<file path="src/rtl/rr_grant_arbiter.sv">
// Round-robin arbiter with a one-hot rotating priority pointer. The owner keeps the
// grant while it requests and is force-released, with a timeout pulse, after MAX_HOLD cycles.
module rr_grant_arbiter #(
    parameter int N        = 4,
    parameter int MAX_HOLD = 8
) (
    input  logic                 clk,
    input  logic                 rstn,
    input  logic [N-1:0]         req,
    output logic [N-1:0]         grant,
    output logic [$clog2(N)-1:0] grant_id,
    output logic                 busy,
    output logic                 timeout
);
    localparam int IW = $clog2(N);
    localparam int HW = $clog2(MAX_HOLD + 1);
    localparam logic [HW-1:0] HOLD_MAX = HW'(MAX_HOLD);
    localparam logic [IW:0]   N_EXT    = (IW + 1)'(N);

    typedef enum logic {IDLE, BUSY} state_t;

    state_t          state, state_nxt;
    logic [N-1:0]    ptr, ptr_nxt;
    logic [N-1:0]    grant_nxt;
    logic [IW-1:0]   grant_id_nxt;
    logic [HW-1:0]   hold_cnt, hold_nxt;
    logic            timeout_nxt;
    logic [IW-1:0]   ptr_idx;
    logic [2*N-1:0]  dbl;
    logic [IW-1:0]   off;
    logic [IW:0]     sum;
    logic [IW-1:0]   sel;
    logic            found;
    logic            owner_req;

    always_comb begin : ptr_decode
        ptr_idx = '0;
        for (int i = 0; i < N; i++) begin
            if (ptr[i]) ptr_idx = IW'(i);
        end
    end

    // Rotate req so the pointer position lands at bit 0; the first set bit is the
    // winner's distance from the pointer, which wraps back to an absolute index.
    always_comb begin : pick
        dbl   = {req, req} >> ptr_idx;
        off   = '0;
        found = 1'b0;
        for (int j = 0; j < N; j++) begin
            if (!found && dbl[j]) begin
                found = 1'b1;
                off   = IW'(j);
            end
        end
        sum = {1'b0, ptr_idx} + {1'b0, off};
        if (sum >= N_EXT) sum = sum - N_EXT;
        sel = sum[IW-1:0];
    end

    always_comb begin : next_state
        state_nxt    = state;
        ptr_nxt      = ptr;
        grant_nxt    = grant;
        grant_id_nxt = grant_id;
        hold_nxt     = hold_cnt;
        timeout_nxt  = 1'b0;
        owner_req    = |(req & grant);
        case (state)
            IDLE: begin
                if (|req) begin
                    state_nxt    = BUSY;
                    grant_nxt    = {{(N-1){1'b0}}, 1'b1} << sel;
                    grant_id_nxt = sel;
                    hold_nxt     = HW'(1);
                end
            end
            BUSY: begin
                if (!owner_req || hold_cnt == HOLD_MAX) begin
                    state_nxt    = IDLE;
                    grant_nxt    = '0;
                    grant_id_nxt = '0;
                    hold_nxt     = '0;
                    // Rotating the one-hot grant gives onehot(owner+1) with wrap.
                    ptr_nxt      = {grant[N-2:0], grant[N-1]};
                    timeout_nxt  = owner_req;
                end else begin
                    hold_nxt = hold_cnt + 1'b1;
                end
            end
            default: state_nxt = IDLE;
        endcase
    end

    always_ff @(posedge clk) begin
        if (!rstn) begin
            state    <= IDLE;
            ptr      <= N'(1);
            grant    <= '0;
            grant_id <= '0;
            hold_cnt <= '0;
            timeout  <= 1'b0;
        end else begin
            state    <= state_nxt;
            ptr      <= ptr_nxt;
            grant    <= grant_nxt;
            grant_id <= grant_id_nxt;
            hold_cnt <= hold_nxt;
            timeout  <= timeout_nxt;
        end
    end

    assign busy = (state == BUSY);

endmodule

</file>
<file path="config.mk">
export PLATFORM = sky130hd
export DESIGN_NAME = rr_grant_arbiter
export DESIGN_NICKNAME = d
export VERILOG_FILES = /design/src/rtl/rr_grant_arbiter.sv
export SDC_FILE = /design/constraint.sdc
export NUM_CORES = 1
export LEC_CHECK = 0
export ABC_CLOCK_PERIOD_IN_PS = 2900
export BUFFER_PORTS_ARGS = -buffer_cell sky130_fd_sc_hd__buf_2
export CAP_MARGIN = 25
export CORE_UTILIZATION = 59
export CTS_CLUSTER_DIAMETER = 200
export CTS_CLUSTER_SIZE = 8
export DETAILED_ROUTE_END_ITERATION = 6
export PLACE_DENSITY = 0.9
export SYNTH_ARGS = -nofsm -noshare
export SYNTH_HDL_FRONTEND = slang
export SYNTH_SLANG_ARGS = --single-unit
</file>
<file path="constraint.sdc">
create_clock -name clk -period 2.9 [get_ports clk]
set_input_delay 0.29 -clock clk [delete_from_list [all_inputs] [get_ports clk]]
set_output_delay 0.29 -clock clk [all_outputs]
set_load 0.05 [all_outputs]
</file>
# After elaboration in Yosys (flattened, before gate mapping)
# Index checks and enable logic that the tools add are counted.
[totals] ff_bits=16 output_inout_bits=8
[classes] eq_ne=3 n_mux=22 reduce_logical=13 order_cmp=1 shifts=2 add_sub_neg=3 bitwise_logic=2
[ops] cell="two-way mux 4 bit" count=4
[ops] cell="case mux 4 bit (2 select lines)" count=2
[ops] cell="two-way mux 2 bit" count=7
[ops] cell="OR reduction 4 bit" count=2
[ops] cell="right shift 8 x 2 -> 4 bit" count=1
[ops] cell="two-way mux 1 bit" count=7
[ops] cell="adder 4 x 1 -> 4 bit (second input constant)" count=1
[ops] cell="bitwise AND 4 bit" count=1
[ops] cell="== test 4 bit (second input constant)" count=1
[ops] cell="logical NOT 1 bit" count=4
[ops] cell="case mux 2 bit (2 select lines)" count=1
[ops] cell="AND reduction 2 bit" count=2
[ops] cell="left shift 1 x 2 -> 4 bit (first input constant)" count=1
[ops] cell="adder 2 x 2 -> 3 bit" count=1
[ops] cell="greater-or-equal comparator 3 bit (second input constant)" count=1
[ops] cell="logical AND 1 bit" count=3
[ops] cell="AND reduction 3 bit" count=1
[ops] cell="!= test 2 x 1 -> 1 bit (second input constant)" count=1
[ops] cell="!= test 2 bit (second input constant)" count=1
[ops] cell="case mux 1 bit (2 select lines)" count=1
[ops] cell="subtractor 2 x 1 -> 2 bit (second input constant)" count=1
[ops] cell="logical OR 1 bit" count=1
[ops] cell="NOT 1 bit" count=1

# Logic depth before layout (Yosys ltp)
# Gate-level depths: netlist (run 1).
[logic_depth] word_depth=20 depth_mapped=9 mapped_depth_nobuf=8

# Worst setup path before layout (run 1)
# Ideal clock, no wire load.
[synth_timing] path_type="input to register" start="in req[2]" end="reg grant[3]" setup_slack_ps=917 arrival_ps=1920 cell_stages=9 required_time_ps=2837 path_buffers=1 setup_ps=63 path_cell_list="clkbuf_1 > nor2b_1 > a211oi_1 > o21ai_0 > a21boi_0 > ha_1 > nand3b_1 > or3_2 > nand3_1"
[synth_via] elab_chain_len=17 word_cells_on_any_way=28 cone_classes="2 x add/sub; 1 x order compare; 2 x eq/ne; 2 x shift; 9 x mux; 1 x bitwise; 11 x reduce/logical"
[synth_rtl] item="from (decl)" line_no="9" rtl="input logic [N-1:0] req,"
[synth_rtl] item="right shift 8 x 2 -> 4 bit" line_no="46" rtl="dbl = {req, req} >> ptr_idx;"
[synth_rtl] item="two-way mux 1 bit" line_no="50" rtl="if (!found && dbl[j]) begin"
[synth_rtl] item="logical NOT 1 bit" line_no="50"
[synth_rtl] item="logical AND 1 bit" line_no="50"
[synth_rtl] item="two-way mux 1 bit" line_no="50"
[synth_rtl] item="logical NOT 1 bit" line_no="50"
[synth_rtl] item="logical AND 1 bit" line_no="50"
[synth_rtl] item="two-way mux 1 bit" line_no="50"
[synth_rtl] item="logical NOT 1 bit" line_no="50"
[synth_rtl] item="logical AND 1 bit" line_no="50"
[synth_rtl] item="two-way mux 2 bit" line_no="50"
[synth_rtl] item="adder 2 x 2 -> 3 bit" line_no="55" rtl="sum = {1'b0, ptr_idx} + {1'b0, off};"
[synth_rtl] item="greater-or-equal comparator 3 bit or subtractor 2 x 1 -> 2 bit (tied branches)" line_no="56" rtl="if (sum >= N_EXT) sum = sum - N_EXT;"
[synth_rtl] item="two-way mux 2 bit" line_no="56"
[synth_rtl] item="left shift 1 x 2 -> 4 bit" line_no="72" rtl="grant_nxt = {{(N-1){1'b0}}, 1'b1} << sel;"
[synth_rtl] item="two-way mux 4 bit" line_no="70" rtl="if (|req) begin"
[synth_rtl] item="case mux 4 bit (2 select lines)" line_no="68" rtl="case (state)"
[synth_rtl] item="to (signal assigned)" line_no="105" rtl="grant <= grant_nxt;"
[synth_rtl] item="to (decl)" line_no="10" rtl="output logic [N-1:0] grant,"
# Parallel ways exist; a longest one is shown, timed or not. The select of a mux whose other input is x is not followed.
# A chain may end at the register's enable or synchronous reset.

# Final worst setup path (run 1)
[layout_timing] start="reg ptr[3]" end="reg grant[3]"
[layout_via] elab_chain_len=18 word_cells_on_any_way=21 cone_classes="2 x add/sub; 1 x order compare; 2 x shift; 10 x mux; 6 x reduce/logical"
[layout_rtl] item="from (decl)" line_no="23" rtl="logic [N-1:0] ptr, ptr_nxt;"
[layout_rtl] item="from (signal assigned)" line_no="104" rtl="ptr <= ptr_nxt;"
[layout_rtl] item="two-way mux 2 bit (*)" line_no="39" rtl="if (ptr[i]) ptr_idx = IW'(i);"
[layout_rtl] item="right shift 8 x 2 -> 4 bit" line_no="46"
[layout_rtl] item="two-way mux 1 bit" line_no="50"
[layout_rtl] item="logical NOT 1 bit" line_no="50"
[layout_rtl] item="logical AND 1 bit" line_no="50"
[layout_rtl] item="two-way mux 1 bit" line_no="50"
[layout_rtl] item="logical NOT 1 bit" line_no="50"
[layout_rtl] item="logical AND 1 bit" line_no="50"
[layout_rtl] item="[... 2 more ...]"
[layout_rtl] item="logical AND 1 bit" line_no="50"
[layout_rtl] item="two-way mux 2 bit" line_no="50"
[layout_rtl] item="adder 2 x 2 -> 3 bit (*)" line_no="55"
[layout_rtl] item="greater-or-equal comparator 3 bit or subtractor 2 x 1 -> 2 bit (tied branches)" line_no="56"
[layout_rtl] item="two-way mux 2 bit (*)" line_no="56"
[layout_rtl] item="left shift 1 x 2 -> 4 bit (*)" line_no="72"
[layout_rtl] item="two-way mux 4 bit (*)" line_no="70"
[layout_rtl] item="case mux 4 bit (2 select lines) (*)" line_no="68"
# Every way passes the cells marked *; elsewhere a longest branch is shown, timed or not. The select of a mux whose other input is x is not followed.

==> results of run 1 <==
[registers in the layout, indices dropped and copies added (netlist names)]
| name | flops |
|---|---|
| ptr | 3 |
| grant | 4 |
| busy | 1 |
| grant_id | 2 |
| timeout | 1 |
| hold_cnt | 4 |
[stage by stage]
stage                     util (%)  setup slack [ns]  instances  hold slack [ns]
after global placement       68.69            0.8610        144           0.4690
after detailed placement     68.69            0.8016        144           0.4726
after global routing         70.52            0.6621        148           0.3597
final                        70.52            0.8395        148           0.3507
after CTS                    70.52            0.8567        148           0.3478
after floorplan                  -            0.9168        118           0.4254
[layout make-up]
type                    instances  area (um2)  share of cell area [%]
multi-input cells              96       634.4                   59.72
flip-flops and latches         15       300.3                   28.27
repair buffers                 13       65.06                   6.125
clock buffers                   3       22.52                   2.120
well taps                      16       20.02                   1.885
inverters                       4       15.01                   1.413
clock inverters                 1       5.005                  0.4711
[critical path: cells and delay by family (launching register included)]
family          cells  cell delay (ns)
simple gates        3             0.63
compound gates      4             0.52
flops               1             0.49
fa+ha+maj           1             0.36
[power by group through the flow]
stage	logic, mW	clock network (mW)	registers (mW)
final	0.122	0.120	0.234
after global routing	0.132	0.127	0.236
after CTS	0.121	0.120	0.233
after detailed placement	0.120	0	0.238
after global placement	0.118	0	0.237
after floorplan	0.0660	0	0.261
[logic make-up (layout without fill, tap and decap cells)]
family	after synthesis	count (layout)
DFF	15	15
adders and majority gates	3	3
and+or+nand+nor	53	53
buffers and inverters	7	21
AOI/OAI and AO/OA	39	39
xor gates and xnor gates	1	1
[synth_stat cells, types with 2 or more instances]
cell	count	area share, %
nor4_1	2	1.3
or3_2	2	1.6
nand2_1	10	3.9
nor2_1	4	1.6
o21bai_1	2	1.6
clkbuf_1	3	1.2
o21ai_0	11	5.7
and3_1	4	2.6
ha_1	3	3.9
or3_1	2	1.3
inv_1	4	1.6
o21a_1	2	1.6
a211oi_1	2	1.6
nor3b_1	2	1.6
a21boi_0	7	5.5
a21oi_1	2	1.0
dfxtp_1	15	31
a31oi_1	4	2.6
a22oi_1	3	2.3
nor2b_1	4	2.6
nand3b_1	4	3.1
nand3_1	11	5.7
[worst max path at each step]
| stage | from | endpoint | slack (ns) | cells after the start |
|---|---|---|---|---|
| floorplan | req[2] | grant[3]$_SDFFE_PN0P_ | 0.92 | 9 |
| global placement | req[3] | grant[3]$_SDFFE_PN0P_ | 0.86 | 9 |
| detailed placement | req[3] | grant[1]$_SDFFE_PN0P_ | 0.80 | 9 |
| CTS | ptr[3]$_SDFFE_PN0P_ | grant[1]$_SDFFE_PN0P_ | 0.86 | 8 |
| global route | ptr[3]$_SDFFE_PN0P_ | grant[1]$_SDFFE_PN0P_ | 0.66 | 7 |
| finish | ptr[3]$_SDFFE_PN0P_ | grant[3]$_SDFFE_PN0P_ | 0.84 | 8 |
[metal layers]
| layer | up-vias | track usage, % | wire length [um] |
|---|---|---|---|
| li1 | 470 | - | - |
| met1 | 403 | 30.89 | 972 |
| met2 | 42 | 37.85 | 887 |
| met3 | 4 | 4.310 | 121 |
| met4 | 0 | 8.750 | 21 |
| met5 | - | 0 | 0 |
==> flow_metrics.py, run 1 <==
metrics = {
    "outcome": {
        "status": "finished clean",
    },
    "layout": {
        "antenna_cells": 0,
        "fillCellCount": 117,
        "nNetsFinal": 142,
        "drive_gt1_share_pct": 17.42,
        "syn_to_final_growth_pct": 10.55,
        "final_cell_mix": "dfxtp_1 (15), buf_2 (13), o21ai_0 (11), nand3_1 (11), nand2_1 (10)",
        "fin_area_mm2": 0.001062,
        "layout_commonest_cell": "dfxtp_1",
    },
    "sta": {
        "fin_crit_ns": 2.061,
        "worstMarginPinSlew_ns": 0.7596,
        "setup_viol": 0,
        "period_share_pct": 71.05,
        "fmax_mhz": 485.3,
        "fin_worst_skew_ns": 0.005992,
        "tns_ns": 0,
        "slew_headroom_pct": 48.89,
        "hold_viol_final": 0,
        "finalMaxSlewViolations": 0,
        "rsz0062_at_grt": "false",
    },
    "synth": {
        "ys_types": 37,
        "synth-seq-cells": 15,
        "syn_inst": 118,
        "syn_avg_cell_area_um2": 8.143,
        "synth_edf_count": 0,
        "synth_top_family_by_area": "simple AND/OR/NAND/NOR gates",
        "synth_warnings": 0,
        "synthAdderAreaFrac_pct": 3.906,
        "netlist_area_um2": 960.9,
        "synth-simple-area-share_pct": 31.38,
        "async_flop_share_pct": 0,
        "ys_seq_area_share_pct": 31.25,
        "synth_compound_area_share_pct": 29.82,
        "synth_nets": 127,
        "synth_ff_type": "dfxtp_1",
        "synthMuxAreaShare_pct": 0,
        "synth_xor_area_share_pct": 0.9115,
    },
    "die": {
        "die-area_mm2": 0.001794,
        "die_h_um": 42.36,
        "ios": 14,
        "core_mm2": 0.001506,
        "fp.dieW_um": 42.36,
        "row_count": 14,
        "start_util_pct": 63.79,
    },
    "power": {
        "switching_share_pct": 35.14,
        "clockPowerShare_pct": 25.2,
        "powerDensity_mw_per_mm2": 447.4,
        "p_leak_nw": 0.4327,
        "internal_power_mw": 0.3082,
        "power_mw": 0.4752,
        "switching_power_mw": 0.1670,
        "comb_power_share_pct": 25.6,
        "seqPwrFrac_pct": 49.2,
        "ir_drop_uv": 408.7,
    },
    "drt": {
        "num_vias": 919,
        "antenna_left": 0,
        "wl_per_cell_um": 13.53,
        "drc": 0,
        "drtIter0Drc": 25,
        "wl_um": 2002,
        "drt_pass1_iterations": 5,
        "vias_per_cell": 6.209,
    },
    "min_path": {
        "min_to": "busy$_SDFF_PN0_",
        "holdPathStages": 2,
        "worstHoldPathType": "in2reg",
        "hp-start": "rstn",
    },
    "global_route": {
        "overflow": 0,
        "grtUsageTotal_pct": 23.39,
        "antenna_found_initial": 0,
        "grt_pass1_vias": 784,
        "grt_pass1_wl_um": 3270,
        "grt_start_max_net_pins": 17,
    },
    "worst_setup_path": {
        "rrSetupSlack_ns": 0.84,
        "path_max_fanout": 9,
        "worstPathArrival_ns": 2.29,
        "max_stage_delay_ns": 0.49,
        "r2r_end": "grant[3]$_SDFFE_PN0P_",
        "worstSetupPathType": "reg2reg",
        "critPathLaunchType": "flop",
        "worst_ep_required_time_ns": 3.13,
        "r2r-start": "ptr[3]$_SDFFE_PN0P_",
        "critPathCaptureType": "flop",
        "crit_path_top_delay_cell": "dfxtp_1",
        "crit_chain": "o21ai_0, a2bb2oi_1, o32a_1, a21boi_0, ha_1, nand3b_1, or3_2, nand3_1",
        "ff2ff_path_depth": 8,
    },
    "clock_tree": {
        "cts.path.max_buffers": 2,
        "cts_max_level": 1,
        "clock-sinks": 15,
        "ctsResizeCount": 0,
        "cts_tree": "done",
        "root_buffer": "clkbuf_4",
        "clock_latency_ns": 0.28,
        "cts_hold_buf": 0,
        "clkTransAtPathRegs_ns": 0.09,
        "cts_setup_buffers": 0,
        "cts_made_buffers": 3,
    },
    "place": {
        "io_buffers": 13,
        "place_congestion": 0.8433,
        "dp_hpwl_um": 1468,
        "dpl_cell_area_mm2": 0.001035,
    },
    "run": {
        "maxCapViolations": 0,
    },
}
Note: power is estimated with default switching activity, not from simulation.
==> run 2: changes to the inputs <==
==> config.mk (replaced) <==
export PLATFORM = sky130hd
export DESIGN_NAME = rr_grant_arbiter
export DESIGN_NICKNAME = d
export VERILOG_FILES = /design/src/rtl/rr_grant_arbiter.sv
export SDC_FILE = /design/constraint.sdc
export NUM_CORES = 1
export LEC_CHECK = 0
export ABC_CLOCK_PERIOD_IN_PS = 1900
export BUFFER_PORTS_ARGS = -buffer_cell sky130_fd_sc_hd__buf_2
export CAP_MARGIN = 25
export CORE_UTILIZATION = 55
export CTS_CLUSTER_DIAMETER = 200
export CTS_CLUSTER_SIZE = 8
export DETAILED_ROUTE_END_ITERATION = 6
export PLACE_DENSITY = 0.85
export SYNTH_ARGS = -nofsm -noshare
export SYNTH_HDL_FRONTEND = slang
export SYNTH_SLANG_ARGS = --single-unit
==> constraint.sdc (replaced) <==
create_clock -name clk -period 1.9 [get_ports clk]
set_input_delay 0.19 -clock clk [delete_from_list [all_inputs] [get_ports clk]]
set_output_delay 0.19 -clock clk [all_outputs]
set_load 0.05 [all_outputs]
==> flow_metrics.py, run 2 (synthesis results as in run 1) <==
metrics = {
    "outcome": {
        "status": "complete, but fails checks",
        "failed_checks": "design-rule violations",
    },
    "power": {
        "ir_drop_uv": 544.1,
        "powerDensity_mw_per_mm2": 655.2,
        "p_leak_nw": 0.5149,
        "power_mw": 0.8026,
    },
    "sta": {
        "fin_crit_ns": 1.897,
        "hold_viol_final": 0,
        "fmax_mhz": 527.0,
        "slew_headroom_pct": 71.40,
        "fin_worst_skew_ns": 0.004724,
        "period_share_pct": 99.87,
        "finalMaxSlewViolations": 0,
        "tns_ns": 0,
        "rsz0062_at_grt": "true",
        "setup_viol": 0,
        "setup_slack_ns": 0.002556,
        "worstMarginPinSlew_ns": 0.4289,
    },
    "layout": {
        "fillCellCount": 113,
        "final_cell_mix": "buf_4 (14), buf_2 (13), dfxtp_1 (12), nand3_1 (10), nand2_1 (10)",
        "nNetsFinal": 156,
        "antenna_cells": 0,
        "drive_gt1_share_pct": 32.19,
        "syn_to_final_growth_pct": 27.47,
        "layout_commonest_cell": "buf_4",
        "fin_cells": 162,
        "largestRegisters": "grant: 4 flops, hold_cnt: 4 flops, ptr: 3 flops",
    },
    "drt": {
        "vias_per_cell": 6.420,
        "drt_pass1_iterations": 6,
        "wl_per_cell_um": 15.75,
        "num_vias": 1040,
        "antenna_left": 0,
        "drtIter0Drc": 46,
        "drc": 1,
        "wl_um": 2552,
    },
    "worst_setup_path": {
        "critPathTopFamily": "simple AND/OR/NAND/NOR gates",
        "worstPathArrival_ns": 2.15,
        "crit_chain": "nor2b_2, a211oi_2, o21ai_1, a21boi_2, ha_4, nand3b_1, or3_2, nand3_1",
        "critPathCaptureType": "flop",
        "critPathLaunchType": "flop",
        "path_max_fanout": 4,
        "max_stage_delay_ns": 0.45,
        "crit_start": "ptr[1]$_SDFFE_PN0P_",
        "crit_path_top_delay_cell": "or3_2",
        "worst_ep_required_time_ns": 2.15,
        "r2r-start": "ptr[1]$_SDFFE_PN0P_",
        "cp_num_buf_inv": 0,
        "worstSetupPathType": "reg2reg",
    },
    "clock_tree": {
        "cts.path.max_buffers": 2,
        "cts_tree": "done",
        "cts_hold_buf": 0,
        "clkTransAtPathRegs_ns": 0.10,
        "clock_latency_ns": 0.30,
        "cts_max_level": 1,
        "root_buffer": "clkbuf_4",
        "clock-sinks": 15,
        "cts_made_buffers": 3,
    },
    "min_path": {
        "hp-start": "rstn",
        "worstHoldPathType": "in2reg",
    },
    "global_route": {
        "overflow": 0,
        "grtUsageTotal_pct": 28.33,
        "grt_start_max_net_pins": 17,
        "grt_pass1_wl_um": 4008,
        "grt_pass1_vias": 933,
        "antenna_found_initial": 0,
    },
    "die": {
        "die-area_mm2": 0.001918,
        "row_count": 14,
        "ios": 14,
        "start_util_pct": 60.95,
        "die_h_um": 43.80,
        "fp.dieW_um": 43.80,
        "core_mm2": 0.001577,
    },
    "place": {
        "place_ws_ns": -0.06731,
        "dp_cells": 156,
        "io_buffers": 13,
        "place_congestion": 0.8940,
        "dp_hpwl_um": 1708,
    },
    "run": {
        "maxCapViolations": 0,
    },
}
==> run 2: cell types whose count changed in the layout (fill, tap and decap cells not counted), moves of 2 or more <==
cell	before	now
dfxtp_1	15	12
buf_4	0	14
dfxtp_4	0	2
o21ai_1	0	2
o21ai_0	11	9
==> run 2: report_power, final <==
group | internal [mW] | switching (mW)
sequential | 0.330 | 0.0168
combinational | 0.0983 | 0.158
clock | 0.0787 | 0.120
==> run 2: layout make-up <==
cell class	instances	area [um2]	share of cell area (%)
multi-input cells	96	683.2	55.77
flip-flops and latches	15	309.0	25.23
repair buffers	27	170.2	13.89
clock buffers	3	22.52	1.839
well taps	16	20.02	1.634
inverters	4	15.01	1.226
clock inverters	1	5.005	0.4086
==> run 2: metrics by stage <==
stage | area [um2] | util [%] | hold WS, ns
floorplan | 960.9 | - | 0.3254
global placement | 1125 | 71.35 | 0.4700
detailed placement | 1125 | 71.35 | 0.4757
CTS | 1167 | 74.05 | 0.2323
global route | 1225 | 77.70 | 0.2587
finish | 1225 | 77.70 | 0.2381
==> run 2: path summary, 6_finish.rpt <==
check / end / depth (start not counted) / slack [ns]
worst max-delay path: grant[3]$_SDFFE_PN0P_ / 8 / 0.003
worst min-delay path: busy$_SDFF_PN0_ / 2 / 0.24
worst max register to register: grant[3]$_SDFFE_PN0P_ / 8 / 0.003
worst min register to register: grant_id[0]$_SDFFE_PN0P_ / 2 / 0.49
==> run 2: what timing repair did <==
action                     in CTS  in global routing
setup buffers                   0                  2
setup endpoints to repair       5                  9
pin swaps                       1                  2
resized for setup               6                 12
==> run 2: per-layer routing <==
layer	track usage [%]	vias to the layer above	part of all wire (%)	routed length, um
met5	0	-	0	0
met2	45.67	52	48	1219
met1	34.68	483	44	1131
met4	13.75	0	1.4	36
li1	-	499	-	-
met3	7.500	6	6.4	164
==> run 2: worst reg2reg max path: cells and delay by family (launching register included) <==
family,cells,cell delay (ns)
AND/OR/NAND/NOR,4,0.78
flip-flops,1,0.33
adder cells (fa/ha/maj),1,0.28
AO/OA/AOI/OAI,3,0.47
